### src/rtl/tlp_flow_fsm_pkg.sv
// Shared constants for the TLP flow-control state machine: state encodings
// and the fixed number of monitored FIFOs.
package tlp_flow_fsm_pkg;

  localparam int unsigned FIFO_N = 4;

  localparam logic [2:0] ST_RESET  = 3'd0;
  localparam logic [2:0] ST_INIT   = 3'd1;
  localparam logic [2:0] ST_IDLE   = 3'd2;
  localparam logic [2:0] ST_ACTIVE = 3'd3;
  localparam logic [2:0] ST_PAUSE  = 3'd4;
  localparam logic [2:0] ST_ERROR  = 3'd5;

endpackage

### src/rtl/tlp_flow_fsm.sv
// Main flow-control FSM of the TLP datapath. Watches the status flags of the
// four transaction FIFOs and produces registered per-FIFO pause/continue
// requests, sticky error/full reports and a global idle indication.
// The resume output is named continue_req because "continue" is a reserved word.
module tlp_flow_fsm
  import tlp_flow_fsm_pkg::*;
(
  input  logic              clk,
  input  logic              reset,
  input  logic              init,
  input  logic              FIFOpause0,
  input  logic              FIFOpause1,
  input  logic              FIFOpause2,
  input  logic              FIFOpause3,
  input  logic              FIFOcontinue0,
  input  logic              FIFOcontinue1,
  input  logic              FIFOcontinue2,
  input  logic              FIFOcontinue3,
  input  logic              FIFOempty0,
  input  logic              FIFOempty1,
  input  logic              FIFOempty2,
  input  logic              FIFOempty3,
  input  logic              FIFOerror0,
  input  logic              FIFOerror1,
  input  logic              FIFOerror2,
  input  logic              FIFOerror3,
  input  logic              FIFOfull0,
  input  logic              FIFOfull1,
  input  logic              FIFOfull2,
  input  logic              FIFOfull3,
  output logic [FIFO_N-1:0] error_full,
  output logic [FIFO_N-1:0] pause,
  output logic [FIFO_N-1:0] continue_req,
  output logic              idle
);

  logic [FIFO_N-1:0] pause_in;
  logic [FIFO_N-1:0] cont_in;
  logic [FIFO_N-1:0] empty_in;
  logic [FIFO_N-1:0] errfull_in;

  logic [2:0] state;
  logic [2:0] state_next;
  logic       err;
  logic       any_pause;
  logic       all_empty;
  logic       flowing;

  assign pause_in   = {FIFOpause3, FIFOpause2, FIFOpause1, FIFOpause0};
  assign cont_in    = {FIFOcontinue3, FIFOcontinue2, FIFOcontinue1, FIFOcontinue0};
  assign empty_in   = {FIFOempty3, FIFOempty2, FIFOempty1, FIFOempty0};
  assign errfull_in = {FIFOerror3 | FIFOfull3, FIFOerror2 | FIFOfull2,
                       FIFOerror1 | FIFOfull1, FIFOerror0 | FIFOfull0};

  assign err       = |errfull_in;
  assign any_pause = |pause_in;
  assign all_empty = &empty_in;
  assign flowing   = (state_next == ST_ACTIVE) || (state_next == ST_PAUSE);

  // Next-state selection with priority error > init > pause > all-empty
  always_comb begin
    state_next = state;
    case (state)
      ST_RESET: state_next = ST_INIT;
      ST_INIT: begin
        if (err)       state_next = ST_ERROR;
        else if (init) state_next = ST_INIT;
        else           state_next = ST_IDLE;
      end
      ST_IDLE: begin
        if (err)             state_next = ST_ERROR;
        else if (init)       state_next = ST_INIT;
        else if (!all_empty) state_next = any_pause ? ST_PAUSE : ST_ACTIVE;
        else                 state_next = ST_IDLE;
      end
      ST_ACTIVE, ST_PAUSE: begin
        if (err)            state_next = ST_ERROR;
        else if (init)      state_next = ST_INIT;
        else if (any_pause) state_next = ST_PAUSE;
        else if (all_empty) state_next = ST_IDLE;
        else                state_next = ST_ACTIVE;
      end
      ST_ERROR: state_next = ST_ERROR;
      default:  state_next = ST_RESET;
    endcase
  end

  // State register and outputs, all derived from the upcoming state
  always_ff @(posedge clk or negedge reset) begin
    if (!reset) begin
      state        <= ST_RESET;
      error_full   <= '0;
      pause        <= '0;
      continue_req <= '0;
      idle         <= 1'b0;
    end else begin
      state        <= state_next;
      idle         <= (state_next == ST_IDLE);
      pause        <= flowing ? pause_in : '0;
      continue_req <= flowing ? (cont_in & ~pause_in) : '0;
      if (state != ST_RESET)
        error_full <= error_full | errfull_in;
    end
  end

endmodule

### config.mk
export PLATFORM = sky130hd
export DESIGN_NAME = tlp_flow_fsm
export DESIGN_NICKNAME = d
export VERILOG_FILES = /design/src/rtl/tlp_flow_fsm_pkg.sv /design/src/rtl/tlp_flow_fsm.sv
export SDC_FILE = /design/constraint.sdc
export NUM_CORES = 1
export LEC_CHECK = 0
export CORE_UTILIZATION = 39
export CTS_CLUSTER_SIZE = 14
export DETAILED_ROUTE_END_ITERATION = 12
export MAX_ROUTING_LAYER = met4
export PLACE_DENSITY_LB_ADDON = 0.08
export SLEW_MARGIN = 20
export SYNTH_ARGS = -nofsm -noshare
export SYNTH_HDL_FRONTEND = slang
export SYNTH_SLANG_ARGS = --single-unit
### constraint.sdc
create_clock -name clk -period 2.2 [get_ports clk]
set_clock_uncertainty 0.05 [all_clocks]
set_input_delay 0.22 -clock clk [delete_from_list [all_inputs] [get_ports clk]]
set_output_delay 0.22 -clock clk [all_outputs]
set_load 0.005 [all_outputs]
; Word level (Yosys, flattened, before mapping)
; Cells that the tools add are included.
[word_totals]
ff_bits = 16
out_inout_bits = 13
word_cells = 40
[classes]
n_eq_ne = 8
bitwise = 7
reduce_logical = 7
muxes = 13
[op_table]
columns = operator, n
row1 = $mux W3, 8
row2 = $pmux W3 S5, 1
row3 = $eq A3 B2 Y1 const B, 4
row4 = $eq A3 B3 Y1 const B, 3
row5 = $mux W4, 2
row6 = $reduce_or A4 Y1, 2
row7 = $and A4 B4 Y4, 1
row8 = $not A4 Y4, 1
row9 = $or A1 B1 Y1, 4
row10 = $or A4 B4 Y4, 1
row11 = $reduce_and A4 Y1, 1
row12 = $eq A3 B1 Y1 const B, 1
row13 = $logic_not A3 Y1, 1
row14 = $reduce_bool A3 Y1, 1
row15 = $mux W2, 1
row16 = $reduce_or A2 Y1, 1
row17 = $logic_or A1 B1 Y1, 1
row18 = $mux W1, 1

; Longest topological paths before layout
; Gate-level depths: netlist of run 1.
[logic_depth]
depth_word = 9
mapped_depth = 6

; Worst setup path after synthesis of run 1
; No wires, ideal clock.
[synth_timing]
path_kind = input port to flip-flop
from = input FIFOfull0
to = register continue_req[0]
setup_time_ns = 0.129
required_time_ns = 2.021
cell_stages = 5
t_arrival_ns = 1.611
path_slack_ns = 0.410
path_cell_list = or4_4 > a2111oi_2 > o32ai_1 > a31oi_4 > nor3b_1
[synth_via]
elab_chain_cells = 7
[synth_lines]
columns = item, line
row1 = from (decl), tlp_flow_fsm.sv:27  ; input logic FIFOfull0,
row2 = $or A1 B1 Y1 (*), tlp_flow_fsm.sv:53  ; FIFOerror1 | FIFOfull1, FIFOerror0 | FIFOfull0};
row3 = $reduce_or A4 Y1 (*), tlp_flow_fsm.sv:55  ; assign err = |errfull_in;
row4 = "$mux W3, on equally long branches", "tlp_flow_fsm.sv:77, tlp_flow_fsm.sv:66, tlp_flow_fsm.sv:71"
row5 = $pmux W3 S5 (*), tlp_flow_fsm.sv:63  ; case (state)
row6 = via state_next[2], tlp_flow_fsm.sv:43  ; logic [2:0] state_next;
row7 = $eq A3 B2 Y1 or $eq A3 B3 Y1 (tied branches), tlp_flow_fsm.sv:58  ; assign flowing = (state_next == ST_ACTIVE) || (state_next == ST_PAUSE);
row8 = $logic_or A1 B1 Y1 (*), tlp_flow_fsm.sv:58
row9 = $mux W4 (*), tlp_flow_fsm.sv:100  ; continue_req <= flowing ? (cont_in & ~pause_in) : '0;
row10 = to (signal assigned), tlp_flow_fsm.sv:100
row11 = to (decl), tlp_flow_fsm.sv:33  ; output logic [FIFO_N-1:0] continue_req,
; Mark *: on every way through the listed nets, which the timed path passes. The rest lies on a longest branch.
; A chain may end at the register's enable or synchronous reset.

; Worst setup path in the final report of run 1
[layout_timing]
from = input FIFOpause0
to = register continue_req[2]
[layout_via]
elab_chain_cells = 9
[layout_lines]
columns = item, line
row1 = from (decl), tlp_flow_fsm.sv:11  ; input logic FIFOpause0,
row2 = $reduce_or A4 Y1 (*), tlp_flow_fsm.sv:56  ; assign any_pause = |pause_in;
row3 = $mux W3 (2 in series), tlp_flow_fsm.sv:73  ; else if (!all_empty) state_next = any_pause ? ST_PAUSE : ST_ACTIVE;
row4 = $mux W3, tlp_flow_fsm.sv:72  ; else if (init) state_next = ST_INIT;
row5 = $mux W3, tlp_flow_fsm.sv:71  ; if (err) state_next = ST_ERROR;
row6 = $pmux W3 S5 (*), tlp_flow_fsm.sv:63
row7 = via state_next[2], tlp_flow_fsm.sv:43
row8 = $eq A3 B2 Y1 or $eq A3 B3 Y1 (tied branches), tlp_flow_fsm.sv:58
row9 = $logic_or A1 B1 Y1 (*), tlp_flow_fsm.sv:58
row10 = $mux W4 (*), tlp_flow_fsm.sv:100
; Marks and branches as above.

==> results.py, run 1 <==
metrics = {
    "yosys": {
        "synth_compound_area_share_pct": 18.8,
        "syn_avg_cell_area_um2": 10.8,
        "syn_nets": 93,
        "netlist_area_um2": 759,
        "synth_cells": 70,
        "synthAdderAreaFrac_pct": 0,
        "synth_cell_types": 27,
        "post_synth_and_or_nand_nor_area_fraction_pct": 27.5,
        "synth-xor-area-share_pct": 0,
        "ys_seq_elements": 16,
        "muxShareOfSynthArea_pct": 0,
        "seq_area_frac_synth_pct": 52.7,
        "yosys_warnings": 0,
        "synth_top_family_by_area": "simple AND/OR/NAND/NOR gates",
    },
    "global_route": {
        "grt_max_degree": 17,
        "grt_pass1_wl_um": 2730,
        "grt_overflow_total": 0,
        "grt.total_usage_pct": 19.1,
        "antenna_found_initial": 0,
        "grt_pass1_vias": 651,
    },
    "sta": {
        "finalSetupViolCount": 0,
        "layout_setup_ws_ns": 0.172,
        "worst_pin_slew_ns": 0.695,
        "min_period_ns": 2.03,
        "min_period_over_period_pct": 92.2,
        "drv_slew": 0,
        "rsz0062_at_grt": "no",
        "hold_violations": 0,
        "maxSlewHeadroom_pct": 53.5,
        "hold_ws_ns": 0.284,
        "fin_tns_setup_ns": 0,
        "fmax_ghz": 0.493,
    },
    "setup_path": {
        "worstSetupPathType": "input pin to flip-flop",
        "rrSetupSlack_ns": 0.40,
        "cp-startpoint": "FIFOpause0",
        "crit_path_max_fanout": 8,
        "r2r_cells": 5,
        "r2r_start": "state[2]",
        "end_kind": "flip-flop",
        "arrival_ns": 2.15,
        "r2r_end": "continue_req[2]",
        "start_kind": "input pin",
        "cp.required_ns": 2.32,
    },
    "clock_tree": {
        "root_buffer": "clkbuf_4",
        "clkLatencyLatePin_ns": 0.29,
        "path_clk_slew_ns": 0.10,
        "htree_levels": 1,
        "cts.sinks": 16,
        "clk_path_buf_depth": 2,
        "tritoncts.num_buffers": 3,
        "post_cts_buffers": 0,
        "cts_tree": "yes",
        "cts_resized": 0,
        "cts_hold_buf": 0,
    },
    "power_and_ir_drop": {
        "p_leak_nw": 0.491,
        "powerDensity_mw_per_mm2": 466,
        "ir_drop_mv": 0.273,
    },
    "placed_design": {
        "hpwl_um": 1270,
        "place_congestion": 0.783,
        "place_area_mm2": 0.00117,
        "io_buffers": 35,
        "post-place-cells": 133,
        "dpl_worst_slack_ns": -0.174,
    },
    "finish": {
        "final_cells": 137,
        "finalNetCount": 136,
        "insertedDiodeCount": 0,
        "final_area_mm2": 0.00121,
        "drive_above_1_share_pct": 11.6,
        "syn_to_final_growth_pct": 59.0,
    },
    "min_path": {
        "worstHoldPathType": "input pin to async pin",
    },
    "detailed_routing": {
        "routed_wl_um": 1650,
        "drt-initial-drc-count": 3,
        "vias": 698,
        "wire_per_inst_um": 12.0,
        "ant_nets": 0,
        "dr.pass1.iters": 4,
        "vias_per_cell": 5.09,
        "drc": 0,
    },
    "floorplan": {
        "num_rows": 15,
        "core_area_mm2": 0.00178,
        "die_w_um": 46.1,
        "die_h_um": 46.1,
        "initial_utilization_pct": 42.6,
        "die-area_mm2": 0.00213,
        "pin_count": 36,
    },
    "outcome": {
        "status": "complete, no violations",
    },
    "run": {
        "cap_viol_max_count": 0,
    },
}
## kinds of logic (layout without fill, tap and decap cells)
group / after synthesis / count (layout)
and+or+nand+nor: 35 / 35
AOI/OAI and AO/OA: 17 / 17
DFF: 16 / 16
buffers and inverters: 2 / 44
## registers in the layout, indices dropped and copies added (netlist names)
register / flops
error_full: 4
pause: 4
idle: 1
continue_req: 4
state: 3
## routing by layer
metal | wire, um | share of wire [%] | global-route usage [%]
met1 | 682 | 41 | 22.6
met4 | 46 | 2.8 | 12.4
met3 | 138 | 8.4 | 3.53
met2 | 781 | 47 | 29.6
met5 | 0 | 0 | -
## Yosys cell counts (all sizes together)
| library cell | count | area [um^2] |
|---|---|---|
| nand2b | 3 | 18.8 |
| o21bai | 4 | 30.0 |
| and3 | 1 | 6.26 |
| nor2 | 7 | 26.3 |
| dfrtp | 16 | 400 |
| or3 | 3 | 18.8 |
| o221ai | 1 | 8.76 |
| or4 | 3 | 30.0 |
| o31ai | 1 | 7.51 |
| o32ai | 1 | 8.76 |
| o21a | 1 | 7.51 |
| nor3 | 2 | 10.0 |
| nor3b | 4 | 30.0 |
| nor2b | 6 | 37.5 |
| o311ai | 1 | 8.76 |
| a31oi | 2 | 27.5 |
| a2111oi | 1 | 15.0 |
| clkbuf | 2 | 7.51 |
| a21oi | 1 | 5.00 |
| nand3 | 1 | 5.00 |
| o22a | 1 | 8.76 |
| nand4 | 1 | 6.26 |
| o21ai | 3 | 15.0 |
| and4 | 1 | 8.76 |
| nand2 | 3 | 11.3 |
## critical path: stages
cell and delay, ns:
clkdlybuf4s50_1 0.44, or4_4 0.60, a2111oi_2 0.32, o32ai_1 0.20, a31oi_4 0.29, nor3b_1 0.09
## cells in the final DEF, fill, tap and decap left out
cell type / n
clkdlybuf4s50_1: 35
dfrtp_1: 16
nor2_1: 7
nor2b_1: 6
buf_4: 5
nor3b_1: 4
o21bai_1: 4
nand2b_1: 3
or3_1: 3
o21ai_0: 3
nand2_1: 3
clkbuf_4: 3
or4_4: 2
nor3_1: 2
and4_1: 1
o31ai_1: 1
o221ai_1: 1
or4_1: 1
nand3_1: 1
nand4_1: 1
a2111oi_2: 1
o311ai_0: 1
o32ai_1: 1
a21oi_1: 1
o21a_1: 1
and3_1: 1
a31oi_4: 1
a31oi_1: 1
o22a_1: 1
clkbuf_8: 1
## cell type report
| type | instances | area, um^2 |
|---|---|---|
| fillers | 126 | 576 |
| flip-flops and latches | 16 | 400 |
| repair buffers | 40 | 388 |
| multi-input cells | 52 | 352 |
| clock buffers | 4 | 36.3 |
| well taps | 25 | 31.3 |
## worst max path at each step
stage / endpoint / slack [ns] / cells after the start
after CTS: continue_req[2] / 0.13 / 6
final: continue_req[2] / 0.17 / 6
after global placement: pause[2] / -0.14 / 6
after detailed placement: continue_req[2] / -0.17 / 6
after global routing: continue_req[0] / 0.01 / 6
after floorplan: continue_req[0] / 0.41 / 5
## stage by stage
stage	utilization, %	power (W)
after floorplan	-	0.000315
after global placement	65.7	0.000370
after detailed placement	65.7	0.000371
after CTS	67.7	0.000570
after global routing	67.7	0.000581
final	67.7	0.000563
## report_power, final
group / internal, W / switching [W] / total, W
registers: 0.000295 / 0.000000972 / 0.000296
clock network: 0.000101 / 0.0000972 / 0.000198
logic: 0.0000454 / 0.0000231 / 0.0000684
Power figures use the tool's default switching activity.
==> run 2, diff against run 1 <==
Settings changed: CORE_MARGIN from default to 5.
==> run 2 against run 1 <==
Critical path depth is the same. Core utilization shrank 4.1 points. Count of clock-buffer cells in the layout is the same. Critical path type unchanged. Highest routed layer unchanged.
==> results.py, run 2 (synthesis gave the netlist of run 1 again) <==
metrics = {
    "outcome": {
        "status": "complete, no violations",
    },
    "power_and_ir_drop": {
        "seq_power_share_pct": 52.9,
        "switching_share_pct": 20.8,
        "power.clock.fraction_pct": 34.4,
        "ir_drop_mv": 0.333,
        "cell_internal_pwr_w": 0.000443,
        "powerDensity_mw_per_mm2": 462,
        "combPwrFrac_pct": 12.7,
        "switchingPower_w": 0.000116,
        "p_leak_nw": 0.489,
    },
    "setup_path": {
        "worstSetupPathType": "input pin to flip-flop",
        "path_delay_family": "compound AO/OA/AOI/OAI gates",
        "cp.required_ns": 2.31,
        "start_kind": "input pin",
        "arrival_ns": 2.18,
        "crit_path_max_fanout": 8,
        "path_cells": "clkdlybuf4s50_1, or4_4, a2111oi_2, o32ai_1, a31oi_4, nor2b_1",
        "end_kind": "flip-flop",
        "slowest_stage": "or4_4",
        "critPathMaxStageDelay_ns": 0.57,
        "path_buf_inv": 1,
    },
    "global_route": {
        "grt.total_usage_pct": 14.7,
        "grt_overflow_total": 0,
        "grt_max_degree": 17,
        "grt_pass1_wl_um": 2930,
        "antenna_found_initial": 0,
        "grt_pass1_vias": 673,
    },
    "floorplan": {
        "core_area_mm2": 0.00190,
        "die_w_um": 54.1,
        "die_h_um": 54.1,
        "initial_utilization_pct": 39.9,
        "num_rows": 16,
        "die-area_mm2": 0.00293,
        "pin_count": 36,
    },
    "clock_tree": {
        "root_buffer": "clkbuf_4",
        "path_clk_slew_ns": 0.10,
        "tritoncts.num_buffers": 3,
        "htree_levels": 1,
        "cts_tree": "yes",
        "cts.sinks": 16,
        "clkLatencyLatePin_ns": 0.28,
        "cts_resized": 0,
        "post_cts_buffers": 0,
        "cts_hold_buf": 0,
        "clk_path_buf_depth": 2,
    },
    "finish": {
        "insertedDiodeCount": 0,
        "final_cells": 139,
        "reg_top3": "continue_req: 4 flops, error_full: 4 flops, pause: 4 flops",
        "syn_to_final_growth_pct": 59.3,
        "finalNetCount": 136,
        "final_cell_mix": "clkdlybuf4s50_1, dfrtp_1, nor2_1, nor2b_1, buf_4",
        "layout_commonest_cell": "clkdlybuf4s50_1",
        "drive_above_1_share_pct": 11.6,
        "fillers": 164,
    },
    "placed_design": {
        "post-place-cells": 135,
        "hpwl_um": 1450,
        "io_buffers": 35,
        "place_congestion": 0.907,
        "dpl_worst_slack_ns": -0.180,
    },
    "detailed_routing": {
        "vias": 711,
        "dr.pass1.iters": 4,
        "ant_nets": 0,
        "wire_per_inst_um": 12.9,
        "drt-initial-drc-count": 21,
        "drc": 0,
        "routed_wl_um": 1800,
        "vias_per_cell": 5.12,
    },
    "sta": {
        "hold_violations": 0,
        "rsz0062_at_grt": "no",
        "drv_slew": 0,
        "finalSetupViolCount": 0,
        "min_period_over_period_pct": 94.1,
        "min_period_ns": 2.07,
        "layout_setup_ws_ns": 0.130,
        "maxSlewHeadroom_pct": 53.0,
        "fmax_ghz": 0.483,
        "fin_tns_setup_ns": 0,
        "worst_pin_slew_ns": 0.704,
    },
    "min_path": {
        "worstHoldPathType": "input pin to async pin",
    },
    "run": {
        "cap_viol_max_count": 0,
    },
}
[run 2: path summary, 6_finish.rpt]
| path | start | end | slack [ns] | cells past startpoint |
|---|---|---|---|---|
| max | FIFOfull0 | pause[3] | 0.13 | 6 |
| min | reset | continue_req[0] | 0.30 | 1 |
| max reg2reg | state[1] | pause[3] | 0.37 | 5 |
| min reg2reg | error_full[0] | error_full[0] | 0.43 | 1 |
| max in group asynchronous | reset | state[2] | 1.35 | 1 |
| min in group clk | error_full[0] | error_full[0] | 0.43 | 1 |
[run 2: stage by stage]
stage	power [W]	area [um^2]	hold WS (ns)	utilization [%]
finish	0.000559	1210	0.299	63.6
global route	0.000590	1210	0.356	63.6
CTS	0.000567	1210	0.325	63.6
detailed placement	0.000373	1170	0.412	61.7
global placement	0.000372	1170	0.411	61.7
floorplan	0.000315	759	-0.126	-
[run 2: power by group through the flow]
| stage | registers [W] | logic [W] | clock network, W |
|---|---|---|---|
| 2_1_floorplan | 0.000302 | 0.0000126 | 0 |
| 3_3_place_gp | 0.000302 | 0.0000700 | 0 |
| 3_5_place_dp | 0.000302 | 0.0000716 | 0 |
| 4_1_cts | 0.000296 | 0.0000719 | 0.000199 |
| 5_1_grt | 0.000296 | 0.0000776 | 0.000216 |
| 6_report | 0.000296 | 0.0000709 | 0.000192 |
[run 2: area by class of cell]
cell class	instances	area, um^2	share of cell area (%)
Clock buffer	4	36.3	3.00
Tap cell	27	33.8	2.79
Multi-Input combinational cell	52	352	29.1
Timing Repair Buffer	40	388	32.1
Sequential cell	16	400	33.1
[run 2: metal layers]
metal  vias up  GRT usage (%)  routed length (um)  part of all wire, %
met4         0           6.22                  13                 0.72
met1       336           17.2                 759                   42
met2        25           24.7                 943                   52
met3         2           2.49                  81                  4.5
met5         -              -                   0                    0
li1        348              -                   -                    -
